### src/rtl/call_stack.sv
// Hardware call/return LIFO with tagged entries, byte-addressed SP and sticky errors.
// Latency: single cycle; every update is visible on outputs the cycle after the sampling edge.
// Backpressure: none; illegal push (full) / pop (empty) is dropped and flagged in ovf/unf.
module call_stack #(
    parameter int          WIDTH   = 32,
    parameter int          DEPTH   = 16,
    parameter int          TAG_W   = 4,
    parameter logic [15:0] SP_BASE = 16'hFFFC
) (
    input  logic                       clk,
    input  logic                       rst,
    input  logic                       push,
    input  logic                       pop,
    input  logic                       flush,
    input  logic                       err_clr,
    input  logic [WIDTH-1:0]           push_data,
    input  logic [TAG_W-1:0]           push_tag,
    output logic [WIDTH-1:0]           top_data,
    output logic [TAG_W-1:0]           top_tag,
    output logic [$clog2(DEPTH+1)-1:0] count,
    output logic [15:0]                sp,
    output logic                       empty,
    output logic                       full,
    output logic                       ovf,
    output logic                       unf
);
    localparam int CW = $clog2(DEPTH+1);
    localparam int IW = $clog2(DEPTH);
    localparam int BYTES = WIDTH / 8;

    logic [WIDTH-1:0] mem_dat [DEPTH];
    logic [TAG_W-1:0] mem_tag [DEPTH];

    logic          wr_en;
    logic [IW-1:0] wr_idx;
    logic [CW-1:0] count_nxt;
    logic          ovf_set;
    logic          unf_set;
    logic [IW-1:0] top_idx;
    logic [15:0]   sp_dec;

    assign empty   = (count == '0);
    assign full    = (count == CW'(DEPTH));
    assign top_idx = IW'(count - CW'(1));
    assign sp_dec  = 16'(32'(count) * BYTES);
    assign sp      = SP_BASE - sp_dec;

    assign top_data = empty ? '0 : mem_dat[top_idx];
    assign top_tag  = empty ? '0 : mem_tag[top_idx];

    // flush dominates push/pop; push+pop on empty degenerates to a push that still flags underflow
    always_comb begin
        wr_en     = 1'b0;
        wr_idx    = IW'(count);
        count_nxt = count;
        ovf_set   = 1'b0;
        unf_set   = 1'b0;
        if (flush) begin
            count_nxt = '0;
        end else begin
            case ({push, pop})
                2'b10: begin
                    if (full) begin
                        ovf_set = 1'b1;
                    end else begin
                        wr_en     = 1'b1;
                        count_nxt = count + CW'(1);
                    end
                end
                2'b01: begin
                    if (empty) unf_set = 1'b1;
                    else       count_nxt = count - CW'(1);
                end
                2'b11: begin
                    wr_en = 1'b1;
                    if (empty) begin
                        wr_idx    = '0;
                        count_nxt = CW'(1);
                        unf_set   = 1'b1;
                    end else begin
                        wr_idx = top_idx;
                    end
                end
                default: ;
            endcase
        end
    end

    always_ff @(posedge clk or posedge rst) begin
        if (rst) begin
            count <= '0;
            ovf   <= 1'b0;
            unf   <= 1'b0;
        end else begin
            count <= count_nxt;
            ovf   <= ovf_set | (ovf & ~err_clr);
            unf   <= unf_set | (unf & ~err_clr);
        end
    end

    // Entry storage carries no reset; it is only observable through count.
    always_ff @(posedge clk) begin
        if (wr_en) begin
            mem_dat[wr_idx] <= push_data;
            mem_tag[wr_idx] <= push_tag;
        end
    end
endmodule

### config.mk
export PLATFORM = sky130hd
export DESIGN_NAME = call_stack
export DESIGN_NICKNAME = d
export VERILOG_FILES = /design/src/rtl/call_stack.sv
export SDC_FILE = /design/constraint.sdc
export NUM_CORES = 1
export LEC_CHECK = 0
export ABC_AREA = 1
export ABC_CLOCK_PERIOD_IN_PS = 11600
export BUFFER_PORTS_ARGS = -buffer_cell sky130_fd_sc_hd__buf_2
export CORE_MARGIN = 5
export CORE_UTILIZATION = 50
export DETAILED_ROUTE_END_ITERATION = 6
export GPL_TIMING_DRIVEN = 0
export PLACE_DENSITY = 0.67
export SETUP_SLACK_MARGIN = 0.1
export SLEW_MARGIN = 5
export SYNTH_ARGS = -nofsm -noshare
export SYNTH_HDL_FRONTEND = slang
export SYNTH_SLANG_ARGS = --single-unit
### constraint.sdc
create_clock -name clk -period 11.6 [get_ports clk]
set_input_delay 0 -clock clk [delete_from_list [all_inputs] [get_ports clk]]
set_output_delay 0 -clock clk [all_outputs]
set_load 0.005 [all_outputs]
==> metrics.txt <==
status completed; Pwr per Cell Area 237.7 mW/mm²; layout cell share with drive strength beyond 1 0.1442; cell row count 80; # port buffers 91; critical path depth 12; final setup vio count 0; Place WS 7.472 ns; worst vdd ir 0.1306 mV; register area share after synthesis 0.7344; Compound-Gate Fraction of Synth Area 0.02661; Critical Path Slowest Stage Cell nor2_4; switch share 0.3716; WL/cell 21.99 µm; # clock sinks 583; fin worst setup slack 7.345 ns; critical path arrival 4.56 ns; Final Critical Period 4.255 ns; clk slew on worst S/H paths 0.07 ns; max incr delay on CP 0.74 ns; largest net degree at the start of global routing 24; All-Layer GR Usage 0.2379; Initial Util 0.5014; largest family of logic cells by synthesized area simple AND/OR/NAND/NOR gates; htree depth 2; vias per cell 5.630; mux cell area share after synthesis 0; mapped cell area 0.02379 mm²; Synth Area in XOR/XNOR 0; P_sw 0.002457 W; Syn Inst Count 1990; Register-to-Register Path Depth 12; Relative slew margins 0.4365; Critical Path Fanout Max 19; Critical path origin count[0]; # Max-Cap Violations 0; Inst Count DP 2721; Crit Path Category reg2reg; Root Driver clkbuf_16; I/O pin total 103; worst-skew pair later-pin latency 0.61 ns; setup_tns 0 ns; adder-cell share of the synthesized area 0.001052; Startpoint Class flop; setup bufs post-CTS 0; initial antenna violation count 0; Final Max Slew Viols 0; # DRC 0; buffer and inverter count on the worst path 7; first-pass GRT wire length 95.88 mm; initial drt markers 1853; worst path required time 11.90 ns; combinational share of power 0.357; reg-to-reg startpoint count[0]; Clock Tree Buf Depth 3; commonest non-fill, non-tap cell in the layout nand2_1; post-synth cell types 26; Die X 228.1 µm; synthesized area per cell 11.95 µm²; total CTS buffers 56; YS warnings 0; leakage power 10.16 nW; ANT nets after route 0; cells along the critical path buf_4 > inv_2 > buf_4 > buf_2 > ha_1 > inv_1 > clkbuf_1 > nand3_1 > o21ai_2 > nand3_1 > nor2_4 > buf_16; crit path to mem_dat[11][21]; grt total ovfl 0; drt pass-1 iters 5; final cell count without fillers 2869; Die Y 228.1 µm; drt total wl 63.09 mm; Vias 16152; fin nets 2253; worst r2r dst mem_dat[11][21]; clock skew 0.02227 ns; Final Util 0.5864; Setup crit end kind flop; post-synthesis register bit count 583; post_cts resized 0; CTS tree built; Diodes inserted 0; unrepaired setup endpoints after global routing no; worst reg-to-reg setup slack 7.35 ns; Flop pwr share 0.368; Hold Fails Final Rpt 0; Crit path max-delay family buffers and inverters; clock power share 0.276; Core Region 0.04745 mm²; total power draw 0.006613 W; Tcrit/Tclk final 0.3668; vias in the first global route 15800; Synth Area in Simple Gates 0.2022; detailed placement HPWL 42.32 mm; most frequent cells in the layout 649 x nand2_1, 576 x edfxtp_1, 410 x nand3_1; Hold WC Path Type in2reg; Max Freq 235.0 MHz; area grow syn2layout 16.95%; internal power 0.004156 W; die area 0.05204 mm²; Worst-Margin Slew 0.8452 ns; gpl congestion 0.8828
[stage by stage]
| stage | hold slack (ns) | area [µm²] |
|---|---|---|
| floorplan | -0.1966 | 23820 |
| global placement | -0.06171 | 25050 |
| detailed placement | -0.04890 | 25550 |
| CTS | 0.2707 | 27820 |
| global route | 0.3255 | 27820 |
| finish | 0.3160 | 27820 |
[registers in the layout (all words and copies together) (netlist names)]
| signal | cells |
|---|---|
| mem_tag | 64 |
| count | 5 |
| ovf | 1 |
| mem_dat | 512 |
| unf | 1 |
[kinds of logic after synthesis]
| group | count (synthesis) |
|---|---|
| flip-flops | 583 |
| buffers and inverters | 153 |
| AND/OR/NAND/NOR | 1127 |
| adder cells (fa/ha/maj) | 2 |
| AO/OA/AOI/OAI | 123 |
| other | 2 |
[how the worst min path moves through the flow]
stage	startpoint	endpoint	slack (ns)	cells after the start
floorplan	rst	count[0]	-0.20	1
global placement	rst	ovf	-0.06	2
detailed placement	rst	ovf	-0.05	2
CTS	push_data[2]	mem_dat[14][2]	0.27	2
global route	push_data[19]	mem_dat[9][19]	0.33	2
finish	push_data[20]	mem_dat[4][20]	0.32	2
[per-layer routing]
| layer | track usage | share of wire | wire length (µm) | vias up |
|---|---|---|---|---|
| li1 | - | - | - | 7454 |
| met1 | 0.3303 | 0.41 | 26140 | 7850 |
| met2 | 0.3929 | 0.48 | 30160 | 738 |
| met3 | 0.03755 | 0.082 | 5185 | 110 |
| met4 | 0.07185 | 0.025 | 1595 | 0 |
| met5 | 0 | 0 | 0 | - |
[cell usage after synthesis]
library cell / instances / share of area
nand2_4: 1 / 0.00047
nor2_2: 1 / 0.00026
o21ai_1: 4 / 0.00084
a21o_1: 1 / 0.00032
buf_2: 50 / 0.011
ha_1: 2 / 0.0011
o21ai_0: 7 / 0.0015
nand3_1: 410 / 0.086
clkbuf_1: 30 / 0.0047
nand2_1: 649 / 0.10
a21oi_1: 107 / 0.023
inv_1: 13 / 0.0021
edfxtp_1: 576 / 0.73
nor2_1: 54 / 0.0085
conb_1: 2 / 0.00032
o32ai_1: 1 / 0.00037
nand3_4: 1 / 0.00074
dfrtp_1: 7 / 0.0074
o21ai_2: 3 / 0.0011
buf_4: 39 / 0.012
buf_1: 8 / 0.0013
nand3_2: 4 / 0.0017
nand4_1: 2 / 0.00053
buf_6: 8 / 0.0038
nand2_2: 5 / 0.0013
inv_2: 5 / 0.00079
[power groups by stage]
stage | logic, W | clock network (W) | registers [W]
global route | 0.00258 | 0.00192 | 0.00244
floorplan | 0.00138 | 0 | 0.00248
finish | 0.00236 | 0.00182 | 0.00243
detailed placement | 0.00232 | 0 | 0.00248
CTS | 0.00235 | 0.00183 | 0.00243
global placement | 0.00225 | 0 | 0.00248
[area by class of cell]
class                      count  area (µm²)
multi-input combinational   1263        5629
timing repair buffer         152        1286
inverter                      18       67.56
clock inverter                42       381.6
sequential                   583       17470
fill                        3802       19620
buffer                       135       775.7
tap                          615       769.5
clock buffer                  61        1441
[what timing repair did]
action,4_1_cts,5_1_grt
endpoints found under the hold margin,590,0
hold buffers,45,0
setup endpoints to repair,0,0
Note: power is estimated with default switching activity, not from simulation.
